### src/rtl/input_conditioner_if.sv
`default_nettype none
// ============================================================================
// Module   : input_conditioner_if
// Brief    : Raw-input / conditioned-output bundle for input_conditioner.
// Revision : 1.0 - initial release
// ============================================================================
interface input_conditioner_if #(
    parameter int GLITCH_W = 8
);
    logic                d_i;
    logic                glitch_clr_i;
    logic                level_o;
    logic                rise_o;
    logic                fall_o;
    logic                glitch_o;
    logic [GLITCH_W-1:0] glitch_cnt_o;

    modport master (
        output d_i,
        output glitch_clr_i,
        input  level_o,
        input  rise_o,
        input  fall_o,
        input  glitch_o,
        input  glitch_cnt_o
    );

    modport slave (
        input  d_i,
        input  glitch_clr_i,
        output level_o,
        output rise_o,
        output fall_o,
        output glitch_o,
        output glitch_cnt_o
    );
endinterface
`default_nettype wire

### src/rtl/input_conditioner.sv
`default_nettype none
// ============================================================================
// Module   : input_conditioner
// Brief    : Synchronise, debounce and edge-detect a raw asynchronous input.
// Revision : 1.0 - initial release
// ============================================================================
module input_conditioner #(
    parameter int SYNC_STAGES     = 2,
    parameter int DEBOUNCE_CYCLES = 4,
    parameter int GLITCH_W        = 8
) (
    input wire clk,
    input wire reset,
    input_conditioner_if.slave bus
);
    localparam int CW = (DEBOUNCE_CYCLES > 2) ? $clog2(DEBOUNCE_CYCLES) : 1;
    localparam logic [CW-1:0]       C_ONE  = CW'(1);
    localparam logic [CW-1:0]       C_TERM = CW'(DEBOUNCE_CYCLES - 1);
    localparam logic [GLITCH_W-1:0] C_GMAX = '1;
    localparam logic [GLITCH_W-1:0] C_G1   = GLITCH_W'(1);

    typedef enum logic [1:0] {
        ST_LO      = 2'd0,
        ST_PEND_HI = 2'd1,
        ST_HI      = 2'd2,
        ST_PEND_LO = 2'd3
    } state_t;

    logic [SYNC_STAGES-1:0] r_sync;
    logic                   w_s;
    state_t                 r_state;
    logic [CW-1:0]          r_cnt;
    logic                   r_level;
    logic                   r_rise;
    logic                   r_fall;
    logic                   r_glitch;
    logic [GLITCH_W-1:0]    r_gcnt;

    always_ff @(posedge clk or posedge reset) begin
        if (reset) begin
            r_sync <= '0;
        end else begin
            r_sync <= {r_sync[SYNC_STAGES-2:0], bus.d_i};
        end
    end

    assign w_s = r_sync[SYNC_STAGES-1];

    // cnt counts synced samples already seen at the new value; the pending
    // state itself accounts for the first one.
    always_ff @(posedge clk or posedge reset) begin
        if (reset) begin
            r_state  <= ST_LO;
            r_cnt    <= '0;
            r_level  <= 1'b0;
            r_rise   <= 1'b0;
            r_fall   <= 1'b0;
            r_glitch <= 1'b0;
        end else begin
            r_rise   <= 1'b0;
            r_fall   <= 1'b0;
            r_glitch <= 1'b0;
            case (r_state)
                ST_LO: begin
                    if (w_s) begin
                        r_state <= ST_PEND_HI;
                        r_cnt   <= C_ONE;
                    end
                end
                ST_PEND_HI: begin
                    if (!w_s) begin
                        r_state  <= ST_LO;
                        r_glitch <= 1'b1;
                        r_cnt    <= '0;
                    end else if (r_cnt == C_TERM) begin
                        r_state <= ST_HI;
                        r_level <= 1'b1;
                        r_rise  <= 1'b1;
                        r_cnt   <= '0;
                    end else begin
                        r_cnt <= r_cnt + C_ONE;
                    end
                end
                ST_HI: begin
                    if (!w_s) begin
                        r_state <= ST_PEND_LO;
                        r_cnt   <= C_ONE;
                    end
                end
                ST_PEND_LO: begin
                    if (w_s) begin
                        r_state  <= ST_HI;
                        r_glitch <= 1'b1;
                        r_cnt    <= '0;
                    end else if (r_cnt == C_TERM) begin
                        r_state <= ST_LO;
                        r_level <= 1'b0;
                        r_fall  <= 1'b1;
                        r_cnt   <= '0;
                    end else begin
                        r_cnt <= r_cnt + C_ONE;
                    end
                end
                default: begin
                    r_state <= ST_LO;
                    r_cnt   <= '0;
                    r_level <= 1'b0;
                end
            endcase
        end
    end

    // Counts the visible glitch_o pulse; a clear in that same cycle still keeps it.
    always_ff @(posedge clk or posedge reset) begin
        if (reset) begin
            r_gcnt <= '0;
        end else if (bus.glitch_clr_i) begin
            r_gcnt <= r_glitch ? C_G1 : '0;
        end else if (r_glitch && (r_gcnt != C_GMAX)) begin
            r_gcnt <= r_gcnt + C_G1;
        end
    end

    assign bus.level_o      = r_level;
    assign bus.rise_o       = r_rise;
    assign bus.fall_o       = r_fall;
    assign bus.glitch_o     = r_glitch;
    assign bus.glitch_cnt_o = r_gcnt;

endmodule
`default_nettype wire
### src/flat_wrapper.sv
// flat-port wrapper written by rule: the top's interface ports become plain ports
module input_conditioner_flat 
#(
    parameter int SYNC_STAGES     = 2,
    parameter int DEBOUNCE_CYCLES = 4,
    parameter int GLITCH_W        = 8
)
  (clk, reset, bus_d_i, bus_glitch_clr_i, bus_level_o, bus_rise_o, bus_fall_o, bus_glitch_o, bus_glitch_cnt_o);
  input_conditioner_if #(.GLITCH_W(GLITCH_W)) bus_i ();
  input wire clk;
  input wire reset;
  input wire logic [$bits(bus_i.d_i)-1:0] bus_d_i;
  input wire logic [$bits(bus_i.glitch_clr_i)-1:0] bus_glitch_clr_i;
  output wire logic [$bits(bus_i.level_o)-1:0] bus_level_o;
  output wire logic [$bits(bus_i.rise_o)-1:0] bus_rise_o;
  output wire logic [$bits(bus_i.fall_o)-1:0] bus_fall_o;
  output wire logic [$bits(bus_i.glitch_o)-1:0] bus_glitch_o;
  output wire logic [$bits(bus_i.glitch_cnt_o)-1:0] bus_glitch_cnt_o;
  assign bus_i.d_i = bus_d_i;
  assign bus_i.glitch_clr_i = bus_glitch_clr_i;
  assign bus_level_o = bus_i.level_o;
  assign bus_rise_o = bus_i.rise_o;
  assign bus_fall_o = bus_i.fall_o;
  assign bus_glitch_o = bus_i.glitch_o;
  assign bus_glitch_cnt_o = bus_i.glitch_cnt_o;
  input_conditioner #(.SYNC_STAGES(SYNC_STAGES), .DEBOUNCE_CYCLES(DEBOUNCE_CYCLES), .GLITCH_W(GLITCH_W)) u_core (.clk(clk), .reset(reset), .bus(bus_i));
endmodule
### config.mk
export PLATFORM = sky130hd
export DESIGN_NAME = input_conditioner_flat
export DESIGN_NICKNAME = d
export VERILOG_FILES = /design/src/rtl/input_conditioner_if.sv /design/src/rtl/input_conditioner.sv /design/src/flat_wrapper.sv
export SDC_FILE = /design/constraint.sdc
export NUM_CORES = 1
export LEC_CHECK = 0
export BUFFER_PORTS_ARGS = -buffer_cell sky130_fd_sc_hd__buf_2
export CORE_UTILIZATION = 52
export DETAILED_ROUTE_END_ITERATION = 12
export HOLD_SLACK_MARGIN = 0.12
export PLACE_DENSITY = 0.75
export SYNTH_ARGS = -nofsm -noshare
export SYNTH_HDL_FRONTEND = slang
export SYNTH_SLANG_ARGS = --single-unit
### constraint.sdc
create_clock -name clk -period 1.8 [get_ports clk]
set_input_delay 0.36 -clock clk [delete_from_list [all_inputs] [get_ports clk]]
set_output_delay 0.36 -clock clk [all_outputs]
set_load 0.02 [all_outputs]
==> results of run 1 <==
## synthesized netlist by cell type (2+ instances only)
cell type / count / area share
nor3b_1: 3 / 0.026
nor2_1: 3 / 0.013
buf_6: 2 / 0.026
inv_1: 4 / 0.017
a21oi_1: 6 / 0.034
nand3_1: 3 / 0.017
nand2_1: 10 / 0.043
nand4_1: 2 / 0.014
dfrtp_1: 18 / 0.51
o21ai_0: 7 / 0.040
ha_1: 3 / 0.043
## power breakdown
part	switching (µW)	internal [µW]	total, µW
clock network	111	77.6	189
logic	128	92.1	220
registers	79.7	463	543
## critical path: cells and delay by family, from the launching register on
kind	cells	cell delay [ps]
compound gates	2	530
fa+ha+maj	1	270
flops	1	450
simple gates	1	260
## through the flow
stage | cell area (µm²) | power [µW] | setup WS, ps | hold WS, ps
6_report | 961 | 952 | 157 | 149
2_1_floorplan | 876 | 700 | 215 | 299
3_5_place_dp | 938 | 771 | 219 | 367
3_3_place_gp | 938 | 756 | 317 | 331
5_1_grt | 961 | 1020 | 77.7 | 176
4_1_cts | 961 | 964 | 189 | 170
## flip-flops by register name, indices dropped and copies added (netlist names), named ones only
signal / cells
u_core.bus.fall_o: 1
u_core.bus.glitch_cnt_o: 8
u_core.bus.glitch_o: 1
u_core.bus.level_o: 1
u_core.bus.rise_o: 1
u_core.r_cnt: 2
u_core.r_state: 1
u_core.r_sync: 2
## cells by family (layout without fill, tap and decap cells)
family          count (synthesis)  in the layout  synth area share
compound gates                 22             22             0.159
buf+inv                         8             22            0.0543
xor+xnor                        1              1            0.0100
simple gates                   30             30             0.191
flops                          18             18             0.514
mux                             2              2            0.0286
fa+ha+maj                       3              3            0.0429
## layer usage
layer | wire [µm] | part of all wire | GRT usage | up-vias
met5 | 0 | 0 | 0 | -
met4 | 18 | 0.011 | 0.121 | 0
met3 | 52 | 0.033 | 0.0255 | 2
met2 | 831 | 0.53 | 0.352 | 18
met1 | 680 | 0.43 | 0.247 | 332
li1 | - | - | - | 337
## placed cells by master (no fill, tap or decap), types with 2 or more instances in the layout
master / synthesis / final
nand4_1: 2 / 2
a21oi_1: 6 / 6
dfrtp_1: 18 / 18
nand3_1: 3 / 3
inv_1: 4 / 4
nand2_1: 10 / 10
o21ai_0: 7 / 7
ha_1: 3 / 3
buf_2: 1 / 15
nor2_1: 3 / 3
clkbuf_4: 0 / 3
nor3b_1: 3 / 3
## final cells by class
type / count / area (µm²)
clock buffer: 3 / 22.5
fill: 125 / 581
timing repair buffer: 15 / 75.1
sequential: 18 / 450
tap: 16 / 20.0
inverter: 4 / 15.0
multi-input combinational: 58 / 378
## final timing paths
check,start,end,cells past startpoint
min in group clk,bus_d_i,u_core.r_sync[0]$_DFF_PP0_,1
max in group asynchronous,reset,u_core.bus.glitch_cnt_o[4]$_DFFE_PP0P_,2
worst max register to register,u_core.bus.glitch_cnt_o[0]$_DFFE_PP0P_,u_core.bus.glitch_cnt_o[7]$_DFFE_PP0P_,4
worst min register to register,u_core.r_sync[0]$_DFF_PP0_,u_core.r_sync[1]$_DFF_PP0_,0
worst max-delay path,u_core.bus.glitch_cnt_o[0]$_DFFE_PP0P_,u_core.bus.glitch_cnt_o[7]$_DFFE_PP0P_,4
worst min-delay path,reset,u_core.bus.glitch_cnt_o[1]$_DFFE_PP0P_,2
==> impl_metrics.tcl, run 1 <==
set metrics [dict create \
    status "finished clean" \
    skew_ps 5.78 \
    coreArea_um2 1540 \
    cts.sinks 18 \
    avgViaCountPerCell 6.04 \
    synth_area_um2 876 \
    grtUsageTotal 0.206 \
    htreeDepth 1 \
    grt-ovfl-total 0 \
    gp_congestion 0.860 \
    die_h_um 43.0 \
    start_kind "flop" \
    drive_above_1_share 0.224 \
    cts_tree "built" \
    nets 107 \
    cp_max_fo 7 \
    cts_buffers 3 \
    leakagePower_uw 0.000463 \
    max_stage_delay_ps 450 \
    cts_root_buf "clkbuf_4" \
    syn_avg_cell_area_um2 10.4 \
    clkTransAtPathRegs_ps 100 \
    initial_core_util 0.568 \
    hold_viol_final 0 \
    final_core_util 0.623 \
    dieWidth_um 43.0 \
    dp_hpwl_um 1160 \
    antenna_found_initial 0 \
    drc_errors 0 \
    ys_types 34 \
    clk_latency_ps 280 \
    reg2reg_slack_ps 160 \
    fin_cells 114 \
    powerDensity_nw_per_um2 990 \
    diodes 0 \
    port_buffers 15 \
    worstSetupEndpointType "flop" \
    maxCapViolCount 0 \
    synth_edf_count 0 \
    cp_slowest_cell "dfrtp_1" \
    syn2layout_area_growth_pct 9.71 \
    slew_headroom 0.559 \
    grt_pass1_wl_um 2770 \
    grt_pass1_vias 646 \
    hp-class "in -> async" \
    yosys_warnings 0 \
    synth_ff_type "dfrtp_1" \
    rsz0062_at_grt "false" \
    vdd.ir_drop.worst_v 0.000640 \
    setup_viol 0 \
    worstPathArrival_ps 1790 \
    io_pins 16 \
    synth_seq_cells 18 \
    grt_max_degree 19 \
    first_pass_iters 4 \
    worst_pin_slew_ps 661 \
    syn_inst 84 \
    post_cts_buffers 0 \
    first_iter_violations 16 \
    dieArea_um2 1850 \
    num_rows 14 \
    async_flop_share 1.00 \
    cts_hold_repair.buffers 0 \
    period_minus_slack_ps 1640 \
    vias 689 \
    yosysSeqAreaShare 0.514 \
    crit_required_ps 1950 \
    clock.fmax_mhz 608 \
    finalSetupTns_ps 0 \
    synth_nets 91 \
    timing.final.crit_share 0.913 \
    placedCellCount 111 \
    criticalPathCategory "reg -> reg" \
    clk_path_buf_depth 2 \
    drv_slew 0 \
    drtAntennaViolNets 0 \
    wl_per_cell_um 13.9 \
    wl_um 1580 \
    cts_resized 0 \
    cp_cell_sequence "ha_1, and3_1, o311ai_0, o41ai_1" \
]
Note: power is estimated with default switching activity, not from simulation.
==> run 2: changes to the inputs <==
Settings changed: CORE_UTILIZATION 52 to 55, PLACE_DENSITY 0.75 to 0.79.
Clock period 1.8 ns to 2.1 ns, I/O delays scaled along.
==> run 2 against run 1 <==
  * Final cell count rose by 0.88%
  * Clock power rose by 12%
  * Via count fell by 1.0%
  * Sequential share of layout area fell by 0.66 points
  * Global-route usage rose by 1.5 points
  * Worst setup slack improved by 400 ps
  * Critical path depth did not move
==> impl_metrics.tcl, run 2 (synthesized netlist as in run 1, its figures left out) <==
set metrics [dict create \
    diodes 0 \
    cts_hold_repair.buffers 0 \
    hold_viol_final 0 \
    first_pass_iters 4 \
    worstSetupEndpointType "flop" \
    hp-class "in -> async" \
    drv_slew 0 \
    cts_root_buf "clkbuf_4" \
    num_rows 14 \
    grt_max_degree 19 \
    cts_buffers 3 \
    antenna_found_initial 0 \
    post_cts_buffers 0 \
    cts_tree "built" \
    leakagePower_uw 0.000470 \
    syn2layout_area_growth_pct 11.3 \
    powerDensity_nw_per_um2 884 \
    fin_ws_ps 557 \
    placedCellCount 111 \
    fill_cells 112 \
    hold_ws_ps 206 \
    clkTransAtPathRegs_ps 100 \
    grt_pass1_wl_um 2880 \
    slew_headroom 0.557 \
    cts.sinks 18 \
    cts_resized 0 \
    coreArea_um2 1490 \
    rsz0062_at_grt "false" \
    power_uw 862 \
    worst_pin_slew_ps 664 \
    avgViaCountPerCell 5.93 \
    worstPathArrival_ps 1710 \
    cp_max_fo 7 \
    drive_above_1_share 0.232 \
    vias 682 \
    nets 107 \
    grtUsageTotal 0.222 \
    initial_core_util 0.588 \
    pre_cts_slack_ps 582 \
    clk_path_buf_depth 2 \
    port_buffers 15 \
    wl_per_cell_um 14.1 \
    first_iter_violations 20 \
    criticalPathCategory "reg -> reg" \
    vdd.ir_drop.worst_v 0.000650 \
    die_h_um 41.9 \
    finalSetupTns_ps 0 \
    fin_cells 115 \
    largest_reg_flops 8 \
    multi_input_area_um2 378 \
    final_common_cell "dfrtp_1" \
    wl_um 1620 \
    skew_ps 1.28 \
    drc_errors 0 \
    grt-ovfl-total 0 \
    grt_pass1_vias 627 \
    htreeDepth 1 \
    io_pins 16 \
    start_kind "flop" \
    timing.final.crit_share 0.735 \
    ff_latch_area_um2 450 \
    setup_viol 0 \
    dieArea_um2 1760 \
    final_cell_mix "18 x dfrtp_1, 15 x buf_2, 10 x nand2_1" \
    drtAntennaViolNets 0 \
    clk_latency_ps 290 \
    status "finished clean" \
    period_minus_slack_ps 1540 \
    dieWidth_um 41.9 \
    maxCapViolCount 0 \
    crit_required_ps 2270 \
    dp_hpwl_um 1140 \
    clock.fmax_mhz 648 \
    gp_congestion 0.846 \
]
[run 2: changes by cell type in the layout (fill, tap and decap cells not counted)]
cell      delta
clkbuf_8     +1
[run 2: area by class of cell]
type,instances,share of cell area
repair buffers,15,0.0770
inverters,4,0.0154
flip-flops and latches,18,0.462
well taps,16,0.0205
clock buffers,4,0.0372
multi-input cells,58,0.388
[run 2: layer usage]
metal | routed length, µm | share of wire | up-vias | GRT usage
li1 | - | - | 335 | -
met1 | 735 | 0.45 | 324 | 0.312
met2 | 784 | 0.49 | 19 | 0.334
met3 | 72 | 0.045 | 4 | 0.0261
met4 | 24 | 0.015 | 0 | 0.123
met5 | 0 | 0 | - | 0
[run 2: through the flow]
step           utilization  cell area [µm²]
4_1_cts              0.655              975
3_5_place_dp         0.630              938
5_1_grt              0.655              975
3_3_place_gp         0.630              938
6_report             0.655              975
2_1_floorplan            -              876
[run 2: worst max-delay path: stages, from the launching register on]
cell and delay, ps:
dfrtp_1 440, ha_1 250, and3_1 260, o311ai_0 340, o41ai_1 130
[run 2: worst paths after layout]
| check | start | endpoint | slack, ps | cells past startpoint |
|---|---|---|---|---|
| worst max-delay path | u_core.bus.glitch_cnt_o[0]$_DFFE_PP0P_ | u_core.bus.glitch_cnt_o[7]$_DFFE_PP0P_ | 560 | 4 |
| worst min-delay path | reset | u_core.bus.glitch_cnt_o[2]$_DFFE_PP0P_ | 210 | 2 |
| min in group clk | bus_d_i | u_core.r_sync[0]$_DFF_PP0_ | 220 | 1 |
| max in group asynchronous | reset | u_core.bus.glitch_cnt_o[5]$_DFFE_PP0P_ | 1470 | 2 |
| worst max register to register | u_core.bus.glitch_cnt_o[0]$_DFFE_PP0P_ | u_core.bus.glitch_cnt_o[7]$_DFFE_PP0P_ | 560 | 4 |
| worst min register to register | u_core.r_sync[0]$_DFF_PP0_ | u_core.r_sync[1]$_DFF_PP0_ | 360 | 0 |
[run 2: power breakdown]
group	leakage (µW)	internal [µW]	total [µW]	switching (µW)
registers	0.000233	397	461	64.6
clock network	0.0000210	106	212	107
logic	0.000216	77.8	188	111
total	0.000470	580	862	282
==> run 3: changes to the inputs <==
Settings changed: CORE_UTILIZATION 55 to 47, PLACE_DENSITY 0.79 to 0.72.
Clock period 2.1 ns to 1.2 ns, I/O delays scaled along.
==> run 3 against run 2 <==
  * The flow now finishes with violations (negative setup slack)
  * Combinational power rose to 3.1 times the previous value
  * Design area rose by 38%
  * Sequential share of layout area fell by 12 points
  * Highest routed layer unchanged
==> impl_metrics.tcl, run 3 (synthesized netlist as in run 1, its figures left out) <==
set metrics [dict create \
    status "finished, violations left" \
    num_rows 15 \
    cts.sinks 18 \
    io_pins 16 \
    placed_area_um2 1070 \
    dp_hpwl_um 1390 \
    largest_reg_flops 8 \
    setup_viol 16 \
    violations "negative setup slack" \
    share_seq_of_total_power 0.456 \
    skew_ps 3.01 \
    clk_latency_ps 300 \
    r2r-start "u_core.bus.glitch_cnt_o[3]$_DFFE_PP0P_" \
    cp_max_fo 6 \
    first_iter_violations 23 \
    clkPwrFrac 0.212 \
    crit_required_ps 1370 \
    maxCapViolCount 0 \
    timing.final.crit_share 1.18 \
    grt_pass1_vias 809 \
    drc_errors 0 \
    period_minus_slack_ps 1420 \
    die_h_um 45.2 \
    clock.fmax_mhz 705 \
    final_area_um2 1340 \
    r2r_end "u_core.bus.glitch_cnt_o[7]$_DFFE_PP0P_" \
    critPathLaunch "u_core.bus.glitch_cnt_o[3]$_DFFE_PP0P_" \
    p_switching_uw 592 \
    cts_root_buf "clkbuf_4" \
    grt_max_degree 14 \
    first_pass_iters 4 \
    p_int_uw 1180 \
    worstSetupEndpointType "flop" \
    reg2reg_slack_ps -220 \
    worstHoldStart "bus_glitch_clr_i" \
    final_common_cell "buf_6" \
    whs_endpoint "u_core.bus.glitch_cnt_o[5]$_DFFE_PP0P_" \
    drive_above_1_share 0.468 \
    nets 132 \
    dieWidth_um 45.2 \
    worstPathArrival_ps 1580 \
    criticalPathCategory "reg -> reg" \
    r2r_cells 4 \
    cts_tree "built" \
    coreArea_um2 1750 \
    syn2layout_area_growth_pct 53.3 \
    antenna_found_initial 0 \
    power_frac_comb 0.333 \
    drtAntennaViolNets 0 \
    vdd.ir_drop.worst_v 0.000870 \
    clk_path_buf_depth 2 \
    hold_depth 3 \
    cp_cell_sequence "buf_6, nand4_1, o311ai_2, o41ai_1" \
    leakagePower_uw 0.000613 \
    dieArea_um2 2040 \
    drv_slew 0 \
    wl_per_cell_um 17.1 \
    rsz0062_at_grt "true" \
    max_stage_delay_ps 420 \
    grtUsageTotal 0.300 \
    avgViaCountPerCell 5.55 \
    final_cell_mix "17 x buf_6, 15 x dfrtp_1, 15 x buf_4" \
    hp-class "in -> reg" \
    htreeDepth 1 \
    grt-ovfl-total 0 \
    hold_ws_ps 267 \
    start_kind "flop" \
    pre_cts_slack_ps -141 \
    slew_headroom 0.778 \
    gp_congestion 0.787 \
    worst_pin_slew_ps 329 \
    wl_um 2550 \
    initial_core_util 0.502 \
    diodes 0 \
    vias 827 \
    grt_pass1_wl_um 4170 \
    clkTransAtPathRegs_ps 100 \
    hold_viol_final 0 \
    powerDensity_nw_per_um2 1320 \
    port_buffers 15 \
    cts_buffers 3 \
    switching_share 0.334 \
    fin_ws_ps -219 \
    cp_slowest_cell "dfrtp_1" \
]
==> run 3: changes by cell type in the layout (fill, tap and decap cells not counted), moves of 2 or more <==
cell,before,now
buf_6,0,17
dfrtp_1,18,15
o21ai_1,0,2
dlygate4sd3_1,0,2
buf_2,15,6
o21ai_0,7,5
dfrtp_2,0,3
buf_4,0,15
==> run 3: layout make-up <==
type                       count  area, µm²
inverter                       4       15.0
multi-input combinational     58        452
fill                         112        403
timing repair buffer          40        354
clock buffer                   4       36.3
sequential                    18        454
tap                           25       31.3
==> run 3: how the worst max path moves through the flow <==
| stage | end | slack, ps |
|---|---|---|
| finish | u_core.bus.glitch_cnt_o[7]$_DFFE_PP0P_ | -220 |
| global route | u_core.bus.glitch_cnt_o[7]$_DFFE_PP0P_ | -330 |
| CTS | u_core.bus.glitch_cnt_o[4]$_DFFE_PP0P_ | -150 |
| detailed placement | u_core.bus.glitch_cnt_o[4]$_DFFE_PP0P_ | -140 |
| global placement | u_core.bus.glitch_cnt_o[4]$_DFFE_PP0P_ | -120 |
| floorplan | u_core.bus.glitch_cnt_o[4]$_DFFE_PP0P_ | -270 |
==> run 3: power by group through the flow <==
stage               clock network (µW)  registers (µW)  logic (µW)
floorplan                            0             854         222
global placement                     0             806         416
detailed placement                   0             816         423
CTS                                386             802         543
global route                       402             825         652
finish                             375             808         590
==> run 3: per-layer routing <==
metal,share of wire,track usage,vias up,wire (µm)
li1,-,-,387,-
met4,0.049,0.158,0,125
met5,0,0,-,0
met2,0.50,0.501,34,1280
met3,0.037,0.0960,15,93
met1,0.41,0.341,391,1040
==> run 3: metrics by stage <==
| stage | utilization | total power [µW] | cells | setup TNS [ps] |
|---|---|---|---|---|
| after floorplan | - | 1080 | 84 | -982 |
| after global placement | 0.615 | 1220 | 133 | -288 |
| after detailed placement | 0.615 | 1240 | 133 | -441 |
| after CTS | 0.748 | 1730 | 148 | -681 |
| after global routing | 0.769 | 1880 | 149 | -1800 |
| final | 0.769 | 1770 | 149 | -1170 |
==> run 3: worst max-delay path: cells and delay by family, from the launching register on <==
family,cells,cell delay (ps)
AOI/OAI and AO/OA,2,540
buffers and inverters,1,150
DFF,1,420
and+or+nand+nor,1,170
==> run 3: timing repair <==
item | in CTS | in global routing
cloned | 0 | 0
hold endpoints to repair | 19 | 0
resized for setup | 29 | 6
pin swaps | 1 | 1
endpoints found under the setup margin | 14 | 17
hold buffers | 2 | 0
buffers inserted | 9 | 2
